`src/rtl/core_pkg.sv`:
```
// Shared definitions for the RV32 front end: fetch FSM states and fetch constants.
package core_pkg;

    // Fetch-stage FSM states.
    typedef enum logic [1:0] {
        BOOT  = 2'd0,
        FETCH = 2'd1,
        HOLD  = 2'd2,
        DRAIN = 2'd3
    } fetch_state_e;

    // addi x0, x0, 0 -- what decode sees when IF/ID holds no live instruction.
    localparam logic [31:0] NOP_INST = 32'h0000_0013;

    // Default PC after reset.
    localparam logic [31:0] DEFAULT_RESET_PC = 32'h0000_0000;

    // Sequential fetch advances by one 32-bit instruction.
    localparam int unsigned PC_INC = 4;

endpackage

```
`src/rtl/ifid_pipe_reg.sv`:
```
// IF/ID pipeline register: {valid, pc, pc4, inst} with load, hold and flush-to-NOP.
// Flush has priority over load; with neither asserted the register holds.
// A flush clears valid and forces the NOP word but leaves pc/pc4 untouched.
module ifid_pipe_reg
    import core_pkg::*;
#(
    parameter int N = 32
) (
    input  logic         clk,
    input  logic         rst,
    input  logic         load,
    input  logic         flush,
    input  logic [N-1:0] pc_in,
    input  logic [N-1:0] pc4_in,
    input  logic [31:0]  inst_in,
    output logic         valid,
    output logic [N-1:0] pc,
    output logic [N-1:0] pc4,
    output logic [31:0]  inst
);

    // Register update: reset, flush to NOP, load a new instruction, or hold.
    always_ff @(posedge clk or posedge rst) begin
        if (rst) begin
            valid <= 1'b0;
            pc    <= '0;
            pc4   <= '0;
            inst  <= NOP_INST;
        end else if (flush) begin
            valid <= 1'b0;
            inst  <= NOP_INST;
        end else if (load) begin
            valid <= 1'b1;
            pc    <= pc_in;
            pc4   <= pc4_in;
            inst  <= inst_in;
        end
    end

endmodule

```
`src/rtl/if_fetch_stage.sv`:
```
// Instruction-fetch stage: owns the PC, drives the instruction-memory request
// and fills the IF/ID register. Handles hazard stalls and branch redirects.
//
// Memory handshake: imem_req is the request-valid, imem_ready the response-valid.
// A transfer (accept) happens in any cycle where both are high; imem_rdata is
// only looked at in that cycle. While imem_req=1 and imem_ready=0 the request
// stays up and imem_addr does not change, including across a redirect (the old
// request is drained and its response thrown away).
module if_fetch_stage
    import core_pkg::*;
#(
    parameter int            N        = 32,
    parameter logic [N-1:0]  RESET_PC = N'(DEFAULT_RESET_PC)
) (
    input  logic         clk,
    input  logic         rst,
    input  logic         stall,
    input  logic         redirect,
    input  logic [N-1:0] redirect_pc,
    output logic         imem_req,
    output logic [N-1:0] imem_addr,
    input  logic         imem_ready,
    input  logic [31:0]  imem_rdata,
    output logic         ifid_valid,
    output logic [N-1:0] ifid_pc,
    output logic [N-1:0] ifid_pc4,
    output logic [31:0]  ifid_inst
);

    fetch_state_e state_q, state_d;
    logic [N-1:0] pc_q, pc_d;
    logic [N-1:0] drain_q, drain_d;
    logic         hold_valid_q, hold_valid_d;
    logic [N-1:0] hold_pc_q, hold_pc_d;
    logic [31:0]  hold_inst_q, hold_inst_d;

    logic         accept;
    logic [N-1:0] pc_plus4;
    logic [N-1:0] hold_pc_plus4;

    logic         ifid_load;
    logic         ifid_flush;
    logic [N-1:0] ifid_pc_in;
    logic [N-1:0] ifid_pc4_in;
    logic [31:0]  ifid_inst_in;

    // Request only in FETCH and DRAIN; DRAIN re-presents the pre-redirect address.
    assign imem_req      = (state_q == FETCH) || (state_q == DRAIN);
    assign imem_addr     = (state_q == DRAIN) ? drain_q : pc_q;
    assign accept        = imem_req & imem_ready;
    assign pc_plus4      = pc_q + N'(PC_INC);
    assign hold_pc_plus4 = hold_pc_q + N'(PC_INC);

    // State register: FSM state, PC, drain address and the one-entry hold buffer.
    always_ff @(posedge clk or posedge rst) begin
        if (rst) begin
            state_q      <= BOOT;
            pc_q         <= RESET_PC;
            drain_q      <= RESET_PC;
            hold_valid_q <= 1'b0;
            hold_pc_q    <= '0;
            hold_inst_q  <= NOP_INST;
        end else begin
            state_q      <= state_d;
            pc_q         <= pc_d;
            drain_q      <= drain_d;
            hold_valid_q <= hold_valid_d;
            hold_pc_q    <= hold_pc_d;
            hold_inst_q  <= hold_inst_d;
        end
    end

    // Next-state and IF/ID control; redirect outranks stall, stall outranks normal flow.
    always_comb begin
        state_d      = state_q;
        pc_d         = pc_q;
        drain_d      = drain_q;
        hold_valid_d = hold_valid_q;
        hold_pc_d    = hold_pc_q;
        hold_inst_d  = hold_inst_q;
        ifid_load    = 1'b0;
        ifid_flush   = 1'b0;
        ifid_pc_in   = pc_q;
        ifid_pc4_in  = pc_plus4;
        ifid_inst_in = imem_rdata;

        if (redirect) begin
            ifid_flush   = 1'b1;
            hold_valid_d = 1'b0;
            pc_d         = redirect_pc;
            case (state_q)
                FETCH: begin
                    // An accepted word is simply dropped; an outstanding one must be drained.
                    if (!accept) begin
                        drain_d = pc_q;
                        state_d = DRAIN;
                    end
                end
                DRAIN: begin
                    // A drain that completes in this very cycle needs no further request.
                    if (accept) state_d = FETCH;
                end
                default: state_d = FETCH;
            endcase
        end else begin
            case (state_q)
                BOOT: state_d = FETCH;
                FETCH: begin
                    if (accept) begin
                        pc_d = pc_plus4;
                        if (stall) begin
                            hold_valid_d = 1'b1;
                            hold_pc_d    = pc_q;
                            hold_inst_d  = imem_rdata;
                            state_d      = HOLD;
                        end else begin
                            ifid_load = 1'b1;
                        end
                    end else if (!stall) begin
                        ifid_flush = 1'b1;
                    end
                end
                HOLD: begin
                    if (!stall) begin
                        ifid_load    = hold_valid_q;
                        ifid_pc_in   = hold_pc_q;
                        ifid_pc4_in  = hold_pc_plus4;
                        ifid_inst_in = hold_inst_q;
                        hold_valid_d = 1'b0;
                        state_d      = FETCH;
                    end
                end
                DRAIN: begin
                    if (accept) state_d = FETCH;
                end
                default: state_d = BOOT;
            endcase
        end
    end

    ifid_pipe_reg #(.N(N)) u_ifid (
        .clk     (clk),
        .rst     (rst),
        .load    (ifid_load),
        .flush   (ifid_flush),
        .pc_in   (ifid_pc_in),
        .pc4_in  (ifid_pc4_in),
        .inst_in (ifid_inst_in),
        .valid   (ifid_valid),
        .pc      (ifid_pc),
        .pc4     (ifid_pc4),
        .inst    (ifid_inst)
    );

endmodule

```
`config.mk`:
```
export PLATFORM = sky130hd
export DESIGN_NAME = if_fetch_stage
export DESIGN_NICKNAME = d
export VERILOG_FILES = /design/src/rtl/core_pkg.sv /design/src/rtl/ifid_pipe_reg.sv /design/src/rtl/if_fetch_stage.sv
export SDC_FILE = /design/constraint.sdc
export NUM_CORES = 1
export LEC_CHECK = 0
export ABC_AREA = 0
export ABC_CLOCK_PERIOD_IN_PS = 5000
export BUFFER_PORTS_ARGS = -buffer_cell sky130_fd_sc_hd__buf_2
export CAP_MARGIN = 0
export CORE_MARGIN = 2
export CORE_UTILIZATION = 30
export CTS_BUF_LIST = sky130_fd_sc_hd__clkbuf_8
export CTS_CLUSTER_DIAMETER = 80
export CTS_CLUSTER_SIZE = 16
export DETAILED_ROUTE_END_ITERATION = 6
export PLACE_DENSITY = 0.44
export SLEW_MARGIN = 10
export SYNTH_ARGS = -nofsm -noshare
export SYNTH_HDL_FRONTEND = slang
export SYNTH_HIERARCHICAL = 1
export SYNTH_SLANG_ARGS = --single-unit
```
`constraint.sdc`:
```
create_clock -name clk -period 5 [get_ports clk]
set_input_delay 0.5 -clock clk [delete_from_list [all_inputs] [get_ports clk]]
set_output_delay 0.5 -clock clk [all_outputs]
set_load 0.02 [all_outputs]
```
==> impl_metrics.py <==
metrics = {
    "pwr": {
        "p_per_area_nw_per_um2": 468,
        "power_frac_comb": 0.355,
        "pwr-share-clk": 0.189,
        "vdd_drop_max_mv": 0.212,
        "power_leakage_uw": 0.00609,
        "internal_power_uw": 4150,
        "pwr-share-seq": 0.457,
        "finalPower_uw": 6550,
        "p_switching_uw": 2400,
        "switching_share": 0.367,
    },
    "critical_path": {
        "reg2reg_slack_ns": 1.76,
        "worst_setup_path_start_kind": "flop",
        "slowest_stage": "and2_1",
        "path_max_fanout": 15,
        "worstSetupEndpointType": "flop",
        "critPathKind": "reg2reg",
        "reg2reg_depth": 8,
        "cpPeakStageDelay_ns": 0.62,
        "timing.rr.start": "state_q[1]",
        "cp.required_ns": 5.44,
        "timing.rr.end": "u_ifid/pc4[8]",
        "cp_data_arrival_time_ns": 3.68,
        "worstPathCellList": "inv_1 > ha_1 > and2_1 > a21oi_1 > nor4_2 > nor2b_4 > buf_4 > mux2_2",
    },
    "synthesis": {
        "synth_fp_nets": 1078,
        "synth-compound-area-share": 0.0239,
        "avgSynthCellArea_sq_um": 12.2,
        "synth_simple_gate_area_share": 0.102,
        "ys_top_cells_by_area": "dfrtp_1, mux2_2, mux2_4",
        "yosysTopAreaCell": "dfrtp_1",
        "synth_top_area_frac": 0.453,
        "async_flop_share": 1.00,
        "synthAdderAreaFrac": 0.00613,
        "synth_cell_types": 53,
        "syn_inst": 1003,
        "synth_xor_xnor_area_share": 0.0593,
        "synth_mux_area_frac": 0.297,
        "synth_top_family_by_area": "multiplexers",
        "synthesis.area_sq_um": 12300,
        "synth-edff-count": 0,
        "yosys_warnings": 6,
        "synthFlopType": "dfrtp_1",
        "yosys_register_bits": 228,
        "seq_area_frac_synth": 0.466,
    },
    "clock_network": {
        "htreeDepth": 1,
        "clock_latency_ns": 0.56,
        "cts-resized-gates": 0,
        "path_clk_slew_ns": 0.11,
        "cts_root_buffer": "clkbuf_8",
        "cts_buffer_depth": 3,
        "cts_buffers": 20,
        "cts.sinks": 228,
        "cts_tree": "yes",
    },
    "sta": {
        "clock-skew-final_ns": 0.0196,
        "final_hold_viol_count": 0,
        "fmaxAchievable_mhz": 309,
        "relSlewSlack": 0.243,
        "finalCriticalPeriod_ns": 3.24,
        "tightestPinTransition_ns": 1.13,
        "maxSlewViolCount": 0,
        "min_period_over_period": 0.647,
        "setup_tns_ns": 0,
        "setup_viol": 0,
        "rsz0062_at_grt": "false",
    },
    "worst_hold_path": {
        "worstHoldPathCells": 3,
        "holdPathEnd": "pc_q[8]",
        "hold_class": "in2reg",
        "hp-start": "redirect_pc[8]",
    },
    "detailed_routing": {
        "ant_nets": 0,
        "vias": 8010,
        "drtIter0Drc": 387,
        "firstDrtPassIters": 4,
        "drc_errors": 0,
        "avgRoutedWirePerCell_um": 20.2,
        "viasPerCell": 4.72,
        "routed_wl_um": 34300,
    },
    "floorplanning": {
        "start_util": 0.302,
        "die_h_um": 206,
        "die_w_um": 206,
        "core-area_sq_um": 40600,
        "die-area_sq_um": 42500,
        "row_count": 74,
        "boundaryPins": 199,
    },
    "global_routing": {
        "grt.overflow.total": 0,
        "grt_pass1_vias": 8148,
        "grt_usage": 0.161,
        "grt_max_degree": 73,
        "antenna_found_initial": 6,
        "grt_pass1_wl_um": 52400,
    },
    "final_layout": {
        "final_area_sq_um": 14000,
        "most-common-layout-cells": "dfrtp_1, mux2_2, buf_2, nand2_1, mux2_4",
        "layout_commonest_cell": "dfrtp_1",
        "drive_above_1_share": 0.455,
        "fillers": 4179,
        "final_nets": 1230,
        "diodes": 0,
        "multi_input_area_sq_um": 6030,
        "syn2layout_area_growth_pct": 14.1,
        "register_area_sq_um": 5710,
    },
    "placement": {
        "dp_hpwl_um": 23600,
        "gp_congestion": 0.749,
        "port-buffer-count": 198,
        "placed_cell_area_sq_um": 13500,
    },
    "status": {
        "status": "finished, final reports clean",
    },
    "flow_run": {
        "drv_cap": 0,
    },
}
-- metrics by stage --
step | cells | worst slack (ns) | hold slack (ns) | util
2_1_floorplan | 1003 | 1.01 | 0.474 | -
6_report | 1697 | 1.76 | 0.155 | 0.345
3_5_place_dp | 1664 | 1.73 | 0.474 | 0.334
3_3_place_gp | 1664 | 1.87 | 0.472 | 0.334
5_1_grt | 1697 | 1.46 | 0.127 | 0.345
4_1_cts | 1697 | 1.71 | 0.106 | 0.345
-- power by group through the flow --
stage / clock (uW) / combinational [uW] / sequential (uW)
floorplan: 0 / 1560 / 3040
global placement: 0 / 2340 / 3020
detailed placement: 0 / 2360 / 3030
CTS: 1310 / 2370 / 3000
global route: 1360 / 2530 / 3090
finish: 1230 / 2320 / 2990
-- critical path: cells and delay by family (launching register included) --
| family | cells | cell delay [ns] |
|---|---|---|
| flip-flops | 1 | 0.43 |
| buffers and inverters | 2 | 0.49 |
| multiplexers | 1 | 0.37 |
| AND/OR/NAND/NOR | 3 | 1.46 |
| adder cells (fa/ha/maj) | 1 | 0.24 |
| AO/OA/AOI/OAI | 1 | 0.10 |
-- final cells by class --
class	count	area share
Multi-Input combinational cell	684	0.432
Sequential cell	228	0.409
Timing Repair Buffer	210	0.0784
Tap cell	532	0.0476
Clock buffer	23	0.0226
Clock inverter	9	0.00761
Inverter	11	0.00349
-- what timing repair did --
item / in CTS / in global routing
hold buffers: 1 / 0
hold endpoints to repair: 17 / 0
buffers inserted: 0 / 0
-- how the worst max path moves through the flow --
stage / startpoint / to / slack, ns / depth (start not counted)
floorplan: rst / drain_q[0] / 1.01 / 1
global route: state_q[1] / u_ifid/pc4[8] / 1.46 / 8
finish: state_q[1] / u_ifid/pc4[8] / 1.76 / 8
CTS: state_q[1] / u_ifid/pc4[8] / 1.71 / 8
detailed placement: state_q[1] / u_ifid/pc4[8] / 1.73 / 8
global placement: state_q[1] / u_ifid/pc4[8] / 1.87 / 8
-- cells by family after synthesis --
family,after synthesis
AO/OA/AOI/OAI,53
XOR/XNOR,83
adder cells (fa/ha/maj),6
buffers and inverters,91
flip-flops,228
multiplexers,309
AND/OR/NAND/NOR,233
-- cell usage after synthesis (all sizes together), types with 2 or more instances --
| cell | n |
|---|---|
| nand2 | 67 |
| xor2 | 49 |
| and3 | 7 |
| or4 | 2 |
| nor3 | 20 |
| and2 | 6 |
| mux2 | 258 |
| xnor2 | 34 |
| inv | 11 |
| dfrtp | 222 |
| nor2 | 48 |
| nor3b | 2 |
| nor4 | 7 |
| ha | 6 |
| nand4 | 23 |
| a211o | 3 |
| buf | 55 |
| or2 | 3 |
| a21oi | 9 |
| and4 | 6 |
| o21ai | 36 |
| nor2b | 4 |
| or3 | 2 |
| nand3 | 32 |
| dfstp | 6 |
| nor4b | 2 |
| mux2i | 51 |
| clkbuf | 25 |
-- sequential cells by signal, summed over array words and instances (netlist names), 2 cells and up --
register,flops
u_ifid/pc4,32
state_q,2
drain_q,32
u_ifid/pc,32
pc_q,32
hold_pc_q,32
hold_inst_q,32
u_ifid/inst,32
-- metal layers --
metal  routed length [um]  track usage  vias up
met5                   64            0        -
met4                  580       0.0298       10
met3                 2260       0.0440       44
met2                15200        0.247      171
met1                16300        0.230     3969
li1                     -            -     3816
Note: power is estimated with default switching activity, not from simulation.
